`src/rtl/tensor_dot_sched_if.sv`:
```
// Handshake bundle for tensor_dot_sched: request, dot-unit issue/return and
// writeback response channels. slave = scheduler side, master = environment.
interface tensor_dot_sched_if #(
  parameter int NUM_REQS  = 4,
  parameter int MAC_UNITS = 4,
  parameter int LEN_W     = 8,
  parameter int RSP_W     = 32
);
  localparam int ID_W = (NUM_REQS > 1) ? $clog2(NUM_REQS) : 1;

  logic [NUM_REQS-1:0]       req_valid;
  logic [NUM_REQS*LEN_W-1:0] req_len;
  logic [NUM_REQS-1:0]       req_ready;

  logic                 dot_valid;
  logic                 dot_ready;
  logic [ID_W-1:0]      dot_id;
  logic [LEN_W-1:0]     dot_offset;
  logic [MAC_UNITS-1:0] dot_mask;
  logic                 dot_last;

  logic             dot_rsp_valid;
  logic [RSP_W-1:0] dot_rsp_data;
  logic [ID_W-1:0]  dot_rsp_id;
  logic             dot_rsp_last;

  logic             rsp_valid;
  logic             rsp_ready;
  logic [RSP_W-1:0] rsp_data;
  logic [ID_W-1:0]  rsp_id;
  logic             rsp_last;

  modport slave (
    input  req_valid, req_len,
    output req_ready,
    output dot_valid, dot_id, dot_offset, dot_mask, dot_last,
    input  dot_ready,
    input  dot_rsp_valid, dot_rsp_data, dot_rsp_id, dot_rsp_last,
    output rsp_valid, rsp_data, rsp_id, rsp_last,
    input  rsp_ready
  );

  modport master (
    output req_valid, req_len,
    input  req_ready,
    input  dot_valid, dot_id, dot_offset, dot_mask, dot_last,
    output dot_ready,
    output dot_rsp_valid, dot_rsp_data, dot_rsp_id, dot_rsp_last,
    input  rsp_valid, rsp_data, rsp_id, rsp_last,
    output rsp_ready
  );
endinterface

```
`src/rtl/tensor_dot_sched.sv`:
```
// Round-robin dot-product job scheduler with credit-protected response FIFO.
// Optional perf counters: define TENSOR_DOT_SCHED_PERF_EN.
module tensor_dot_sched #(
  parameter int NUM_REQS  = 4,
  parameter int MAC_UNITS = 4,
  parameter int LEN_W     = 8,
  parameter int RSP_W     = 32,
  parameter int RSP_DEPTH = 8
) (
  input  logic clk,
  input  logic reset_n,
  tensor_dot_sched_if.slave bus
`ifdef TENSOR_DOT_SCHED_PERF_EN
  ,
  output logic [31:0] perf_busy_cycles,
  output logic [31:0] perf_credit_stalls
`endif
);
  localparam int ID_W  = (NUM_REQS > 1) ? $clog2(NUM_REQS) : 1;
  localparam int PTR_W = $clog2(RSP_DEPTH);
  localparam int CNT_W = PTR_W + 1;
  localparam int OFF_W = LEN_W + 2;

  localparam logic [0:0] IDLE  = 1'b0;
  localparam logic [0:0] ISSUE = 1'b1;

  logic [0:0]       state;
  logic [ID_W-1:0]  rr_ptr;
  logic [ID_W-1:0]  cur_id;
  logic [LEN_W-1:0] cur_len;
  logic [LEN_W:0]   offset;

  logic            gnt_any;
  logic [ID_W-1:0] gnt_id;
  logic            grant;
  logic            issuing;
  logic            credit_ok;
  logic            beat_fire;
  logic            beat_last;
  logic [MAC_UNITS-1:0] beat_mask;

  logic [CNT_W-1:0] inflight;
  logic [CNT_W-1:0] fifo_count;
  logic [PTR_W-1:0] wr_ptr;
  logic [PTR_W-1:0] rd_ptr;
  logic             push;
  logic             pop;
  logic             dec;
  logic             full;

  logic [RSP_W-1:0] mem_data [RSP_DEPTH];
  logic [ID_W-1:0]  mem_id   [RSP_DEPTH];
  logic             mem_last [RSP_DEPTH];

  always_comb begin
    int idx;
    idx     = 0;
    gnt_any = 1'b0;
    gnt_id  = '0;
    for (int i = 0; i < NUM_REQS; i++) begin
      idx = (int'(rr_ptr) + i) % NUM_REQS;
      if (!gnt_any && bus.req_valid[ID_W'(idx)]) begin
        gnt_any = 1'b1;
        gnt_id  = ID_W'(idx);
      end
    end
  end

  assign grant = reset_n && (state == IDLE) && gnt_any;

  always_comb begin
    bus.req_ready = '0;
    if (grant) bus.req_ready[gnt_id] = 1'b1;
  end

  // sum only grows on issue, so a raised dot_valid never retracts
  assign credit_ok = ({1'b0, inflight} + {1'b0, fifo_count})
                     < (CNT_W+1)'(RSP_DEPTH);
  assign issuing   = (state == ISSUE);
  assign beat_fire = bus.dot_valid && bus.dot_ready;

  always_comb begin
    beat_mask = '0;
    for (int k = 0; k < MAC_UNITS; k++) begin
      beat_mask[k] = ({1'b0, offset} + OFF_W'(k)) < OFF_W'(cur_len);
    end
    beat_last = ({1'b0, offset} + OFF_W'(MAC_UNITS)) >= OFF_W'(cur_len);
  end

  assign bus.dot_valid  = issuing && credit_ok;
  assign bus.dot_id     = issuing ? cur_id : '0;
  assign bus.dot_offset = issuing ? offset[LEN_W-1:0] : '0;
  assign bus.dot_mask   = issuing ? beat_mask : '0;
  assign bus.dot_last   = issuing && beat_last;

  always_ff @(posedge clk or negedge reset_n) begin
    if (!reset_n) begin
      state   <= IDLE;
      rr_ptr  <= '0;
      cur_id  <= '0;
      cur_len <= '0;
      offset  <= '0;
    end else begin
      unique case (state)
        IDLE: begin
          if (grant) begin
            cur_id  <= gnt_id;
            cur_len <= bus.req_len[gnt_id*LEN_W +: LEN_W];
            offset  <= '0;
            rr_ptr  <= (gnt_id == ID_W'(NUM_REQS-1)) ? '0 : gnt_id + 1'b1;
            state   <= ISSUE;
          end
        end
        ISSUE: begin
          if (beat_fire) begin
            if (beat_last) state <= IDLE;
            else offset <= offset + (LEN_W+1)'(MAC_UNITS);
          end
        end
        default: state <= IDLE;
      endcase
    end
  end

  assign push = bus.dot_rsp_valid;
  assign pop  = bus.rsp_valid && bus.rsp_ready;
  assign full = (fifo_count == CNT_W'(RSP_DEPTH));
  // stale returns after a reset find no credit to give back
  assign dec  = bus.dot_rsp_valid && (inflight != '0);

  always_ff @(posedge clk or negedge reset_n) begin
    if (!reset_n) begin
      inflight <= '0;
    end else begin
      unique case ({beat_fire, dec})
        2'b10:   inflight <= inflight + 1'b1;
        2'b01:   inflight <= inflight - 1'b1;
        default: inflight <= inflight;
      endcase
    end
  end

  always_ff @(posedge clk or negedge reset_n) begin
    if (!reset_n) begin
      wr_ptr     <= '0;
      rd_ptr     <= '0;
      fifo_count <= '0;
      for (int i = 0; i < RSP_DEPTH; i++) begin
        mem_data[i] <= '0;
        mem_id[i]   <= '0;
        mem_last[i] <= 1'b0;
      end
    end else begin
      if (push) begin
        mem_data[wr_ptr] <= bus.dot_rsp_data;
        mem_id[wr_ptr]   <= bus.dot_rsp_id;
        mem_last[wr_ptr] <= bus.dot_rsp_last;
        wr_ptr           <= wr_ptr + 1'b1;
      end
      if (pop) rd_ptr <= rd_ptr + 1'b1;
      unique case ({push, pop})
        2'b10:   fifo_count <= fifo_count + 1'b1;
        2'b01:   fifo_count <= fifo_count - 1'b1;
        default: fifo_count <= fifo_count;
      endcase
    end
  end

  assign bus.rsp_valid = (fifo_count != '0);
  assign bus.rsp_data  = bus.rsp_valid ? mem_data[rd_ptr] : '0;
  assign bus.rsp_id    = bus.rsp_valid ? mem_id[rd_ptr] : '0;
  assign bus.rsp_last  = bus.rsp_valid && mem_last[rd_ptr];

  a_no_overflow: assert property (
    @(posedge clk) disable iff (!reset_n) !(push && full && !pop)
  ) else $error("tensor_dot_sched: response push while full");

`ifdef TENSOR_DOT_SCHED_PERF_EN
  always_ff @(posedge clk or negedge reset_n) begin
    if (!reset_n) begin
      perf_busy_cycles   <= '0;
      perf_credit_stalls <= '0;
    end else begin
      if (issuing && perf_busy_cycles != '1)
        perf_busy_cycles <= perf_busy_cycles + 1'b1;
      if (issuing && !credit_ok && perf_credit_stalls != '1)
        perf_credit_stalls <= perf_credit_stalls + 1'b1;
    end
  end
`endif
endmodule

```
`src/flat_wrapper.sv`:
```
// flat-port wrapper written by rule: the top's interface ports become plain ports
module tensor_dot_sched_flat 
#(
  parameter int NUM_REQS  = 4,
  parameter int MAC_UNITS = 4,
  parameter int LEN_W     = 8,
  parameter int RSP_W     = 32,
  parameter int RSP_DEPTH = 8
)
  (clk, reset_n, bus_req_valid, bus_req_len, bus_req_ready, bus_dot_valid, bus_dot_id, bus_dot_offset, bus_dot_mask, bus_dot_last, bus_dot_ready, bus_dot_rsp_valid, bus_dot_rsp_data, bus_dot_rsp_id, bus_dot_rsp_last, bus_rsp_valid, bus_rsp_data, bus_rsp_id, bus_rsp_last, bus_rsp_ready);
  tensor_dot_sched_if #(.NUM_REQS(NUM_REQS), .MAC_UNITS(MAC_UNITS), .LEN_W(LEN_W), .RSP_W(RSP_W)) bus_i ();
  input  logic clk;
  input  logic reset_n;
  input wire logic [$bits(bus_i.req_valid)-1:0] bus_req_valid;
  input wire logic [$bits(bus_i.req_len)-1:0] bus_req_len;
  output wire logic [$bits(bus_i.req_ready)-1:0] bus_req_ready;
  output wire logic [$bits(bus_i.dot_valid)-1:0] bus_dot_valid;
  output wire logic [$bits(bus_i.dot_id)-1:0] bus_dot_id;
  output wire logic [$bits(bus_i.dot_offset)-1:0] bus_dot_offset;
  output wire logic [$bits(bus_i.dot_mask)-1:0] bus_dot_mask;
  output wire logic [$bits(bus_i.dot_last)-1:0] bus_dot_last;
  input wire logic [$bits(bus_i.dot_ready)-1:0] bus_dot_ready;
  input wire logic [$bits(bus_i.dot_rsp_valid)-1:0] bus_dot_rsp_valid;
  input wire logic [$bits(bus_i.dot_rsp_data)-1:0] bus_dot_rsp_data;
  input wire logic [$bits(bus_i.dot_rsp_id)-1:0] bus_dot_rsp_id;
  input wire logic [$bits(bus_i.dot_rsp_last)-1:0] bus_dot_rsp_last;
  output wire logic [$bits(bus_i.rsp_valid)-1:0] bus_rsp_valid;
  output wire logic [$bits(bus_i.rsp_data)-1:0] bus_rsp_data;
  output wire logic [$bits(bus_i.rsp_id)-1:0] bus_rsp_id;
  output wire logic [$bits(bus_i.rsp_last)-1:0] bus_rsp_last;
  input wire logic [$bits(bus_i.rsp_ready)-1:0] bus_rsp_ready;
  assign bus_i.req_valid = bus_req_valid;
  assign bus_i.req_len = bus_req_len;
  assign bus_req_ready = bus_i.req_ready;
  assign bus_dot_valid = bus_i.dot_valid;
  assign bus_dot_id = bus_i.dot_id;
  assign bus_dot_offset = bus_i.dot_offset;
  assign bus_dot_mask = bus_i.dot_mask;
  assign bus_dot_last = bus_i.dot_last;
  assign bus_i.dot_ready = bus_dot_ready;
  assign bus_i.dot_rsp_valid = bus_dot_rsp_valid;
  assign bus_i.dot_rsp_data = bus_dot_rsp_data;
  assign bus_i.dot_rsp_id = bus_dot_rsp_id;
  assign bus_i.dot_rsp_last = bus_dot_rsp_last;
  assign bus_rsp_valid = bus_i.rsp_valid;
  assign bus_rsp_data = bus_i.rsp_data;
  assign bus_rsp_id = bus_i.rsp_id;
  assign bus_rsp_last = bus_i.rsp_last;
  assign bus_i.rsp_ready = bus_rsp_ready;
  tensor_dot_sched #(.NUM_REQS(NUM_REQS), .MAC_UNITS(MAC_UNITS), .LEN_W(LEN_W), .RSP_W(RSP_W), .RSP_DEPTH(RSP_DEPTH)) u_core (.clk(clk), .reset_n(reset_n), .bus(bus_i));
endmodule
```
`config.mk`:
```
export PLATFORM = sky130hd
export DESIGN_NAME = tensor_dot_sched_flat
export DESIGN_NICKNAME = d
export VERILOG_FILES = /design/src/rtl/tensor_dot_sched_if.sv /design/src/rtl/tensor_dot_sched.sv /design/src/flat_wrapper.sv
export SDC_FILE = /design/constraint.sdc
export NUM_CORES = 1
export LEC_CHECK = 0
export ABC_AREA = 1
export CAP_MARGIN = 30
export CORE_ASPECT_RATIO = 1.1
export CORE_UTILIZATION = 25
export CTS_BUF_LIST = sky130_fd_sc_hd__clkbuf_16
export CTS_CLUSTER_SIZE = 20
export DETAILED_ROUTE_END_ITERATION = 8
export GPL_TIMING_DRIVEN = 0
export PLACE_DENSITY_LB_ADDON = 0.25
export SETUP_SLACK_MARGIN = 0.4
export SYNTH_ARGS = -nofsm -noshare
export SYNTH_HDL_FRONTEND = slang
export SYNTH_SLANG_ARGS = --single-unit
```
`constraint.sdc`:
```
create_clock -name clk -period 7.2 [get_ports clk]
set_input_delay 1.44 -clock clk [delete_from_list [all_inputs] [get_ports clk]]
set_output_delay 1.44 -clock clk [all_outputs]
set_load 0.005 [all_outputs]
```
### Yosys cells after proc, flatten, opt, wreduce, memory -nomap -nowiden

Index checks and enable logic that the tools add are counted.
W data, S select, Z words.

* bits of input ports: 76
* register bits: 316

* reductions and logical operators: 22
* order comparisons: 15
* $add $sub $neg: 16
* multiplexer cells: 57
* bitwise logic cells: 3
* eq/ne operators: 8
* shift-type cells: 1

Operators by type and width (number)
* $bwmux W256: 1
* $mux W32: 4
* $bmux W32 S3: 1
* $demux W32 S3: 1
* $shiftx A32 B6 Y8: 1
* $lt A10 B8 Y1: 3
* $mux W9: 3
* $add A9 B2 Y10 const B: 2
* $mux W2: 10
* $mux W1: 19
* $pmux W9 S2: 1
* $bwmux W16: 1
* $lt A2 B4 Y1 const B: 4
* $pmux W4 S2: 2
* $logic_and A1 B1 Y1: 13
* $add A9 B1 Y10 const B: 1
* $add A9 B3 Y10 const B: 1
* $ge A10 B8 Y1: 1
* $add A9 B3 Y9 const B: 1
* $lt A9 B8 Y1: 1
* $add A4 B1 Y4 const B: 2
* $bmux W1 S2: 4
* $bwmux W8: 1
* $ge A4 B4 Y1 const B: 2
* 28 further kinds: 42

### Logic depth before layout (Yosys ltp)

Gate-level depths: netlist of the first run.

* depth in word-level cells: 18
* gate-level depth with buffers: 15
* gate-level depth less buffers: 15

### Worst setup path after synthesis of the first run

OpenSTA, ideal clock, no wires.

* path type: input to output
* start point: input port bus_req_valid[3]
* end point: output port bus_req_ready[0]
* path slack: 3.111 ns
* buffers on the path: 1
* stages: 12
* arrival: 2.649 ns
* path through: inv_1 -> nand2_1 -> nand3_2 -> nand2_2 -> nor2_1 -> nor2_1 -> nand2_4 -> nand2_4 -> buf_2 -> ha_1 -> inv_1 -> nor2_1

* word-level cells in the longest chain between the ends: 18

RTL lines
* start, declared: line flat_wrapper.sv:14 `input wire logic [$bits(bus_i.req_valid)-1:0] bus_req_valid;`
* $bmux W1 S2: line tensor_dot_sched.sv:62 `if (!gnt_any && bus.req_valid[ID_W'(idx)]) begin`
* $mux W1 (not written as such) (2 in series): line tensor_dot_sched.sv:62
* $mux W1: line tensor_dot_sched.sv:62
* $logic_not A1 Y1: line tensor_dot_sched.sv:62
* $logic_and A1 B1 Y1: line tensor_dot_sched.sv:62
* $mux W1: line tensor_dot_sched.sv:62
* $logic_not A1 Y1: line tensor_dot_sched.sv:62
* $logic_and A1 B1 Y1: line tensor_dot_sched.sv:62
* $mux W1: line tensor_dot_sched.sv:62
* $logic_not A1 Y1: line tensor_dot_sched.sv:62
* $logic_and A1 B1 Y1: line tensor_dot_sched.sv:62
* $mux W2: line tensor_dot_sched.sv:62
* $lt A2 B3 Y1 (not written as such) or $ge A2 B1 Y1 (tied branches): line tensor_dot_sched.sv:73 `if (grant) bus.req_ready[gnt_id] = 1'b1;`
* $logic_and A1 B1 Y1 (not written as such): line tensor_dot_sched.sv:73
* $mux W1 (not written as such): line tensor_dot_sched.sv:73
* $demux W1 S2
* $mux W4 *: line tensor_dot_sched.sv:73
* end, declared: line flat_wrapper.sv:16 `output wire logic [$bits(bus_i.req_ready)-1:0] bus_req_ready;`

Every way passes the cells marked *; elsewhere a longest branch is shown, timed or not. The select of a mux whose other input is x is not followed.

### Worst setup path after layout of the first run

Ends and elaborated chain as after synthesis.

==> run_summary.xml, run 1 <==
<?xml version="1.0" encoding="UTF-8"?>
<metrics>
  <group name="critical_path">
    <metric name="endpoint" unit="">bus_req_ready[0]</metric>
    <metric name="worst_setup_path_end_kind" unit="">primary output</metric>
    <metric name="worst_path_dominant_cell_family" unit="">buffers and inverters</metric>
    <metric name="critical_path.reg2reg.endpoint" unit="">u_core.fifo_count[3]$_DFFE_PN0P_</metric>
    <metric name="reg2reg_slack" unit="ps">4320</metric>
    <metric name="worst_r2r_startpoint" unit="">u_core.fifo_count[1]$_DFFE_PN0P_</metric>
    <metric name="criticalPathCategory" unit="">in2out</metric>
    <metric name="cp_cell_sequence" unit="">clkdlybuf4s50_1, inv_1, nand2_1, nand3_2, nand2_2, nor2_1, nor2_1, nand2_4, nand2_4, buf_2, ha_1, inv_1, nor2_1, clkdlybuf4s50_1</metric>
    <metric name="timing.critical_path.mode_cell" unit="">sky130_fd_sc_hd__nor2_1</metric>
    <metric name="setup.worst_path.start_class" unit="">input pin</metric>
    <metric name="cp.buffers_inverters" unit="">5</metric>
    <metric name="worst_ep_required_time" unit="ps">5760</metric>
    <metric name="timing.critical_path.fanout_max" unit="">11</metric>
    <metric name="critical_path_arrival" unit="ps">3870</metric>
    <metric name="timing.critical_path.slowest_stage_cell" unit="">sky130_fd_sc_hd__clkdlybuf4s50_1</metric>
    <metric name="critical_path.startpoint" unit="">bus_req_valid[3]</metric>
    <metric name="worst-path-stages" unit="">14</metric>
    <metric name="r2r_cells" unit="">13</metric>
    <metric name="worst_path_largest_cell_delay" unit="ps">520</metric>
  </group>
  <group name="yosys">
    <metric name="ys.warnings.count" unit="">0</metric>
    <metric name="synth.area.mux_share" unit="%">0</metric>
    <metric name="synth_top_family_by_area" unit="">simple AND/OR/NAND/NOR gates</metric>
    <metric name="post_synth_fa_ha_maj_area_fraction" unit="%">3.442</metric>
    <metric name="post_synth_xor_area_fraction" unit="%">0.6281</metric>
    <metric name="synthesis.area_per_instance" unit="um^2">8.005</metric>
    <metric name="synthesis.area" unit="um^2">15340</metric>
    <metric name="synth_sequential_area_ratio" unit="%">51.23</metric>
    <metric name="yosys_register_bits" unit="">314</metric>
    <metric name="synth-compound-area-share" unit="%">19.17</metric>
    <metric name="synth.distinct_cells" unit="">40</metric>
    <metric name="synth_simple_gate_area_share" unit="%">19.35</metric>
    <metric name="syn-instance-count" unit="">1916</metric>
  </group>
  <group name="timing">
    <metric name="fin_setup_tns" unit="ps">0</metric>
    <metric name="setup-violations-final" unit="">0</metric>
    <metric name="report.final.slew_viol_count" unit="">0</metric>
    <metric name="finalHoldViolCount" unit="">0</metric>
    <metric name="timing.final.ws_setup" unit="ps">1892</metric>
    <metric name="relSlewSlack" unit="%">28.98</metric>
    <metric name="rsz0062_at_grt" unit="">no</metric>
    <metric name="finalCriticalPeriod" unit="ps">5308</metric>
    <metric name="max_freq" unit="GHz">0.1884</metric>
    <metric name="finalClockSkew" unit="ps">30.84</metric>
    <metric name="post-route-period-util" unit="%">73.72</metric>
    <metric name="slew_worst_pin" unit="ps">1057</metric>
  </group>
  <group name="power">
    <metric name="power.internal" unit="mW">5.379</metric>
    <metric name="clkPwrFrac" unit="%">20.3</metric>
    <metric name="power_frac_seq" unit="%">32.2</metric>
    <metric name="power_per_cell_area" unit="nW/um^2">493.6</metric>
    <metric name="peakVddDrop" unit="V">0.0001942</metric>
    <metric name="design_power_total" unit="mW">9.350</metric>
    <metric name="power.leakage" unit="nW">8.604</metric>
    <metric name="power.net_switching" unit="mW">3.970</metric>
    <metric name="power.switching_fraction" unit="%">42.46</metric>
    <metric name="portion_of_total_power_attributed_to_combinational_logic" unit="%">47.5</metric>
  </group>
  <group name="clock_tree">
    <metric name="cts_tree" unit="">built</metric>
    <metric name="postCtsResizedCells" unit="">0</metric>
    <metric name="cts_buffers" unit="">38</metric>
    <metric name="ctsHoldBuffers" unit="">0</metric>
    <metric name="clock_tree.htree_level_count" unit="">2</metric>
    <metric name="clock_sinks" unit="">314</metric>
    <metric name="clock_pin_slew_on_the_worst_setup_and_hold_paths" unit="ps">60</metric>
    <metric name="insertion_delay_of_the_later_clocked_pin_in_the_worst_skew_pair" unit="ps">570</metric>
    <metric name="clk_path_buf_depth" unit="">3</metric>
    <metric name="cts_setup_buffers" unit="">0</metric>
    <metric name="clock_root_buffer" unit="">sky130_fd_sc_hd__clkbuf_16</metric>
  </group>
  <group name="finish">
    <metric name="antenna_cells_inserted" unit="">0</metric>
    <metric name="drive_above_1_share" unit="%">4.157</metric>
    <metric name="most_common_cell_after_layout_fill_and_taps_aside" unit="">sky130_fd_sc_hd__o21ai_0</metric>
    <metric name="num-nets-final" unit="">2206</metric>
    <metric name="final_util" unit="%">31.46</metric>
    <metric name="relative_area_change_from_synthesis_to_final_layout" unit="%">23.50</metric>
    <metric name="mostFrequentLayoutCells" unit="">431 x sky130_fd_sc_hd__o21ai_0, 384 x sky130_fd_sc_hd__nand2_1, 314 x sky130_fd_sc_hd__dfrtp_1</metric>
  </group>
  <group name="grt">
    <metric name="largest_net_degree_at_the_start_of_global_routing" unit="">114</metric>
    <metric name="grt_antenna_before_repair" unit="">2</metric>
    <metric name="overflow" unit="">0</metric>
    <metric name="globalRouteTotalUtil" unit="%">16.90</metric>
    <metric name="first_pass_grt_wire_length" unit="mm">81.83</metric>
    <metric name="first_global_vias" unit="">13850</metric>
  </group>
  <group name="run">
    <metric name="maxCapViolCount" unit="">0</metric>
  </group>
  <group name="floorplanning">
    <metric name="dieArea" unit="um^2">62350</metric>
    <metric name="top_level_i_o_count" unit="">132</metric>
    <metric name="die_h" unit="um">261.8</metric>
    <metric name="core.rowCount" unit="">94</metric>
    <metric name="die_boundary_width" unit="um">238.2</metric>
    <metric name="core_area" unit="um^2">60220</metric>
    <metric name="floorplan.initialDensity" unit="%">25.47</metric>
  </group>
  <group name="route">
    <metric name="detail_route.first_pass.iterations" unit="">6</metric>
    <metric name="remaining_drc_errors" unit="">0</metric>
    <metric name="wire_per_inst" unit="um">17.83</metric>
    <metric name="antenna_left" unit="">0</metric>
    <metric name="post_drt_via_cell_ratio" unit="">4.747</metric>
    <metric name="via_count" unit="">13920</metric>
    <metric name="drt_iter0_drc" unit="">985</metric>
    <metric name="total_wire_length" unit="mm">52.30</metric>
  </group>
  <group name="placement">
    <metric name="place.gp.congestion" unit="">0.8311</metric>
    <metric name="pre_cts_ws" unit="ps">1873</metric>
    <metric name="io_buffer_count" unit="">129</metric>
    <metric name="hpwl" unit="mm">36.42</metric>
  </group>
  <group name="outcome">
    <metric name="run_status" unit="">complete, no violations</metric>
  </group>
  <group name="worst_hold_path">
    <metric name="timing.hold.worst.class" unit="">reg2reg</metric>
  </group>
</metrics>
[layout make-up]
class | count | area (um^2)
Sequential cell | 314 | 7858
Timing Repair Buffer | 132 | 1379
Buffer | 125 | 490.5
Inverter | 121 | 454.2
Fill cell | 6515 | 41270
Tap cell | 816 | 1021
Clock inverter | 30 | 250.2
Multi-Input combinational cell | 1357 | 6540
Clock buffer | 38 | 950.9
[registers in the layout (all words and copies together) (netlist names)]
name and count:
u_core.rd_ptr 3, u_core.rr_ptr 2, u_core.wr_ptr 3, u_core.issuing 1, u_core.fifo_count 4, u_core.cur_id 2, u_core.mem_last 8, u_core.cur_len 8
u_core.offset 7, u_core.mem_data 256, u_core.mem_id 16, u_core.inflight 4
[metrics by stage]
step / hold WS (ps) / cell area, um^2 / cells
after CTS: 482.0 / 18940 / 2933
final: 475.5 / 18940 / 2933
after global routing: 496.7 / 18940 / 2933
after detailed placement: 467.4 / 17740 / 2865
after global placement: 459.8 / 17650 / 2862
after floorplan: 447.8 / 15340 / 1917
[synth_stat cells]
library cell / n / area [um^2]
sky130_fd_sc_hd__o21ai_0: 431 / 2157
sky130_fd_sc_hd__nand2_1: 384 / 1441
sky130_fd_sc_hd__dfrtp_1: 314 / 7858
sky130_fd_sc_hd__nor2_1: 278 / 1044
sky130_fd_sc_hd__clkbuf_1: 116 / 435.4
sky130_fd_sc_hd__inv_1: 112 / 420.4
sky130_fd_sc_hd__a21oi_1: 48 / 240.2
sky130_fd_sc_hd__nand3_1: 40 / 200.2
sky130_fd_sc_hd__ha_1: 39 / 488.0
sky130_fd_sc_hd__a31oi_1: 37 / 231.5
sky130_fd_sc_hd__o22ai_1: 36 / 225.2
sky130_fd_sc_hd__nand2_2: 8 / 50.05
sky130_fd_sc_hd__inv_2: 7 / 26.28
sky130_fd_sc_hd__nand3b_1: 7 / 52.55
sky130_fd_sc_hd__nor3_1: 7 / 35.03
sky130_fd_sc_hd__xor2_1: 7 / 61.31
sky130_fd_sc_hd__nand2_4: 4 / 45.04
sky130_fd_sc_hd__xnor2_1: 4 / 35.03
sky130_fd_sc_hd__buf_1: 3 / 11.26
sky130_fd_sc_hd__buf_4: 3 / 22.52
sky130_fd_sc_hd__nand3_2: 3 / 30.03
sky130_fd_sc_hd__o21bai_1: 3 / 22.52
sky130_fd_sc_hd__or2_1: 3 / 18.77
sky130_fd_sc_hd__a211oi_1: 2 / 15.01
sky130_fd_sc_hd__buf_2: 2 / 10.01
sky130_fd_sc_hd__clkinv_1: 2 / 7.510
sky130_fd_sc_hd__fa_1: 2 / 40.04
sky130_fd_sc_hd__nor4_1: 2 / 12.51
sky130_fd_sc_hd__a21boi_1: 1 / 7.510
sky130_fd_sc_hd__a311oi_1: 1 / 8.760
sky130_fd_sc_hd__a31o_2: 1 / 8.760
sky130_fd_sc_hd__buf_6: 1 / 11.26
sky130_fd_sc_hd__conb_1: 1 / 3.750
sky130_fd_sc_hd__nand4_1: 1 / 6.260
sky130_fd_sc_hd__nor2_2: 1 / 6.260
sky130_fd_sc_hd__nor2_8: 1 / 20.02
sky130_fd_sc_hd__o211ai_1: 1 / 7.510
sky130_fd_sc_hd__o21a_1: 1 / 7.510
sky130_fd_sc_hd__o21ai_2: 1 / 8.760
sky130_fd_sc_hd__or2_0: 1 / 6.260
[how the worst min path moves through the flow]
stage                                     startpoint                          endpoint  slack [ps]  cells past startpoint
CTS                  u_core.mem_data[32]$_DFFE_PN0P_   u_core.mem_data[32]$_DFFE_PN0P_         480                      2
floorplan           u_core.mem_data[128]$_DFFE_PN0P_  u_core.mem_data[128]$_DFFE_PN0P_         450                      2
global placement     u_core.mem_data[42]$_DFFE_PN0P_   u_core.mem_data[42]$_DFFE_PN0P_         460                      2
detailed placement  u_core.mem_data[154]$_DFFE_PN0P_  u_core.mem_data[154]$_DFFE_PN0P_         470                      2
global route        u_core.mem_data[194]$_DFFE_PN0P_  u_core.mem_data[194]$_DFFE_PN0P_         500                      2
finish               u_core.mem_data[64]$_DFFE_PN0P_   u_core.mem_data[64]$_DFFE_PN0P_         480                      2
[cells by family after synthesis]
group                    Yosys count
XOR/XNOR                          11
AND/OR/NAND/NOR                  740
other                              1
buffers and inverters            246
flip-flops                       314
AO/OA/AOI/OAI                    563
adder cells (fa/ha/maj)           41
[layer usage]
layer / GRT usage [%] / part of all wire, % / wire length (um)
met1: 21.76 / 44 / 22890
met5: 0 / 0.054 / 28
met4: 5.057 / 2.1 / 1100
met3: 2.742 / 5.5 / 2901
met2: 29.06 / 49 / 25380
[power groups by stage]
stage | clock, mW | combinational (mW) | sequential [mW]
4_1_cts | 1.95 | 4.49 | 3.01
5_1_grt | 2.02 | 5.01 | 3.11
6_report | 1.90 | 4.44 | 3.01
2_1_floorplan | 0 | 2.69 | 2.91
3_3_place_gp | 0 | 4.40 | 3.02
3_5_place_dp | 0 | 4.47 | 3.03
[worst reg2reg max path, cell delays in order, from the launching register on]
cell	delay [ps]
sky130_fd_sc_hd__dfrtp_1	430
sky130_fd_sc_hd__nor4_1	340
sky130_fd_sc_hd__inv_1	350
sky130_fd_sc_hd__nand2_1	220
sky130_fd_sc_hd__inv_1	160
sky130_fd_sc_hd__ha_1	260
sky130_fd_sc_hd__ha_1	330
sky130_fd_sc_hd__nand2_1	80
sky130_fd_sc_hd__nor2_1	40
sky130_fd_sc_hd__a211oi_1	220
sky130_fd_sc_hd__nor2_1	70
sky130_fd_sc_hd__nor2_1	90
sky130_fd_sc_hd__nand2_1	70
sky130_fd_sc_hd__xnor2_1	120
(Power assumes the default switching activity.)
==> run 2: changes to the inputs <==
clock period = 4.58 ns   (was 7.2 ns; I/O delays follow)
==> run 2 against run 1 <==
Cell count is essentially flat. Combinational power rose by 60%. Global-route usage is essentially flat. Core utilization increased by 0.15 points. Clock-buffer cell count stayed put. Critical path depth shrank 6. Worst setup slack got worse by 1400 ps. Wire length is 0.53% higher. Hold slack got worse by 290 ps. Register-to-register slack got worse by 2600 ps. Clock skew shrank 1.7 ps.
==> run_summary.xml, run 2 (synthesis results as in run 1) <==
<?xml version="1.0" encoding="UTF-8"?>
<metrics>
  <group name="route">
    <metric name="remaining_drc_errors" unit="">0</metric>
    <metric name="antenna_left" unit="">0</metric>
    <metric name="drt_iter0_drc" unit="">1008</metric>
    <metric name="wire_per_inst" unit="um">17.91</metric>
    <metric name="via_count" unit="">13970</metric>
    <metric name="post_drt_via_cell_ratio" unit="">4.759</metric>
    <metric name="detail_route.first_pass.iterations" unit="">6</metric>
    <metric name="total_wire_length" unit="mm">52.58</metric>
  </group>
  <group name="timing">
    <metric name="rsz0062_at_grt" unit="">yes</metric>
    <metric name="finalClockSkew" unit="ps">29.15</metric>
    <metric name="post-route-period-util" unit="%">89.86</metric>
    <metric name="setup-violations-final" unit="">0</metric>
    <metric name="report.final.slew_viol_count" unit="">0</metric>
    <metric name="slew_worst_pin" unit="ps">1041</metric>
    <metric name="max_freq" unit="GHz">0.2430</metric>
    <metric name="finalHoldViolCount" unit="">0</metric>
    <metric name="finalCriticalPeriod" unit="ps">4115</metric>
    <metric name="relSlewSlack" unit="%">30.04</metric>
  </group>
  <group name="clock_tree">
    <metric name="clk_path_buf_depth" unit="">3</metric>
    <metric name="cts_tree" unit="">built</metric>
    <metric name="clock_sinks" unit="">314</metric>
    <metric name="clock_tree.htree_level_count" unit="">2</metric>
    <metric name="ctsHoldBuffers" unit="">0</metric>
    <metric name="clock_root_buffer" unit="">sky130_fd_sc_hd__clkbuf_16</metric>
    <metric name="cts_buffers" unit="">38</metric>
    <metric name="clock_pin_slew_on_the_worst_setup_and_hold_paths" unit="ps">60</metric>
    <metric name="insertion_delay_of_the_later_clocked_pin_in_the_worst_skew_pair" unit="ps">570</metric>
  </group>
  <group name="critical_path">
    <metric name="worst_ep_required_time" unit="ps">3660</metric>
    <metric name="endpoint" unit="">bus_rsp_data[23]</metric>
    <metric name="reg2reg_slack" unit="ps">1680</metric>
    <metric name="critical_path_arrival" unit="ps">3200</metric>
    <metric name="worst-path-stages" unit="">8</metric>
    <metric name="timing.critical_path.fanout_max" unit="">10</metric>
    <metric name="critical_path.reg2reg.endpoint" unit="">u_core.fifo_count[3]$_DFFE_PN0P_</metric>
    <metric name="r2r_cells" unit="">13</metric>
    <metric name="timing.critical_path.slowest_stage_cell" unit="">sky130_fd_sc_hd__clkdlybuf4s50_1</metric>
    <metric name="worst_setup_path_end_kind" unit="">primary output</metric>
    <metric name="worst_path_largest_cell_delay" unit="ps">580</metric>
    <metric name="cp_cell_sequence" unit="">inv_2, clkbuf_2, clkbuf_2, nor2_1, o22ai_1, o21ai_0, a31oi_1, clkdlybuf4s50_1</metric>
    <metric name="critical_path.startpoint" unit="">u_core.rd_ptr[0]$_DFFE_PN0P_</metric>
    <metric name="timing.critical_path.mode_cell" unit="">sky130_fd_sc_hd__clkbuf_2</metric>
    <metric name="criticalPathCategory" unit="">reg2out</metric>
    <metric name="worst_path_dominant_cell_family" unit="">buffers and inverters</metric>
    <metric name="setup.worst_path.start_class" unit="">flip-flop</metric>
    <metric name="cp.buffers_inverters" unit="">4</metric>
    <metric name="worst_r2r_startpoint" unit="">u_core.fifo_count[1]$_DFFE_PN0P_</metric>
  </group>
  <group name="outcome">
    <metric name="run_status" unit="">complete, no violations</metric>
  </group>
  <group name="finish">
    <metric name="most_common_cell_after_layout_fill_and_taps_aside" unit="">sky130_fd_sc_hd__o21ai_0</metric>
    <metric name="largest_reg_flops" unit="">256</metric>
    <metric name="relative_area_change_from_synthesis_to_final_layout" unit="%">24.08</metric>
    <metric name="drive_above_1_share" unit="%">5.710</metric>
    <metric name="largest_registers" unit="">u_core.mem_data x256, u_core.mem_id x16</metric>
    <metric name="num-nets-final" unit="">2208</metric>
    <metric name="antenna_cells_inserted" unit="">0</metric>
    <metric name="final_util" unit="%">31.61</metric>
    <metric name="top_register" unit="">u_core.mem_data</metric>
    <metric name="mostFrequentLayoutCells" unit="">431 x sky130_fd_sc_hd__o21ai_0, 384 x sky130_fd_sc_hd__nand2_1, 314 x sky130_fd_sc_hd__dfrtp_1</metric>
  </group>
  <group name="floorplanning">
    <metric name="floorplan.initialDensity" unit="%">25.47</metric>
    <metric name="core_area" unit="um^2">60220</metric>
    <metric name="die_boundary_width" unit="um">238.2</metric>
    <metric name="dieArea" unit="um^2">62350</metric>
    <metric name="core.rowCount" unit="">94</metric>
    <metric name="die_h" unit="um">261.8</metric>
    <metric name="top_level_i_o_count" unit="">132</metric>
  </group>
  <group name="worst_hold_path">
    <metric name="timing.hold.worst.class" unit="">in2async</metric>
  </group>
  <group name="power">
    <metric name="design_power_total" unit="mW">14.81</metric>
    <metric name="power_per_cell_area" unit="nW/um^2">778.1</metric>
    <metric name="peakVddDrop" unit="V">0.0003041</metric>
    <metric name="power.leakage" unit="nW">8.734</metric>
  </group>
  <group name="grt">
    <metric name="grt_antenna_before_repair" unit="">2</metric>
    <metric name="globalRouteTotalUtil" unit="%">16.94</metric>
    <metric name="largest_net_degree_at_the_start_of_global_routing" unit="">114</metric>
    <metric name="overflow" unit="">0</metric>
    <metric name="first_global_vias" unit="">13850</metric>
    <metric name="first_pass_grt_wire_length" unit="mm">82.02</metric>
  </group>
  <group name="run">
    <metric name="maxCapViolCount" unit="">0</metric>
  </group>
  <group name="placement">
    <metric name="io_buffer_count" unit="">129</metric>
    <metric name="hpwl" unit="mm">36.42</metric>
    <metric name="place.gp.congestion" unit="">0.8311</metric>
  </group>
</metrics>
==> run 2: cell types whose count changed in the layout (fill, tap and decap cells not counted), sizes merged <==
cell           change
dlymetal6s2s       +2
buf                +3
dlygate4sd2        +1
clkdlybuf4s50      -3
clkbuf             -1
==> run 2: worst min path at each step <==
| stage | to | slack [ps] | start | cells past startpoint |
|---|---|---|---|---|
| after CTS | u_core.mem_data[189]$_DFFE_PN0P_ | 160 | reset_n | 1 |
| final | u_core.mem_data[189]$_DFFE_PN0P_ | 180 | reset_n | 1 |
| after global routing | u_core.mem_data[189]$_DFFE_PN0P_ | 170 | reset_n | 1 |
| after floorplan | u_core.mem_data[128]$_DFFE_PN0P_ | 450 | u_core.mem_data[128]$_DFFE_PN0P_ | 2 |
| after detailed placement | u_core.mem_data[154]$_DFFE_PN0P_ | 470 | u_core.mem_data[154]$_DFFE_PN0P_ | 2 |
| after global placement | u_core.mem_data[42]$_DFFE_PN0P_ | 460 | u_core.mem_data[42]$_DFFE_PN0P_ | 2 |
==> run 2: metal layers <==
metal | global-route usage, % | vias to the layer above | routed length (um)
li1 | - | 6663 | -
met1 | 21.77 | 6843 | 22700
met2 | 29.20 | 388 | 25630
met3 | 2.773 | 70 | 3098
met4 | 5.039 | 4 | 1116
met5 | 0 | - | 28
==> run 2: timing repair <==
item,in CTS,in global routing
setup endpoints to repair,38,21
gates resized for setup,21,27
buffers inserted,2,0
pin swaps,3,1
==> run 2: final cells by class <==
type	instances	area, um^2
Fill cell	6505	41190
Sequential cell	314	7858
Multi-Input combinational cell	1357	6569
Timing Repair Buffer	134	1398
Tap cell	816	1021
Clock buffer	38	950.9
Buffer	125	528.0
Inverter	121	457.9
Clock inverter	30	250.2
==> run 2: power by group <==
part           leakage, nW  internal, mW  switching [mW]
Combinational         4.21          2.80            4.29
Clock                0.620          1.70            1.28
Sequential            3.90          4.03           0.710
==> run 2: stage by stage <==
stage               hold WS (ps)  setup TNS [ps]  setup slack (ps)  area, um^2  instances
floorplan                  447.8               0              1539       15340       1917
global placement           459.8        -3846090            -11580       17650       2862
detailed placement         467.4               0             301.2       17740       2865
CTS                        155.6               0             403.3       18980       2935
global route               174.3               0             346.5       19030       2935
finish                     182.0               0             464.6       19030       2935
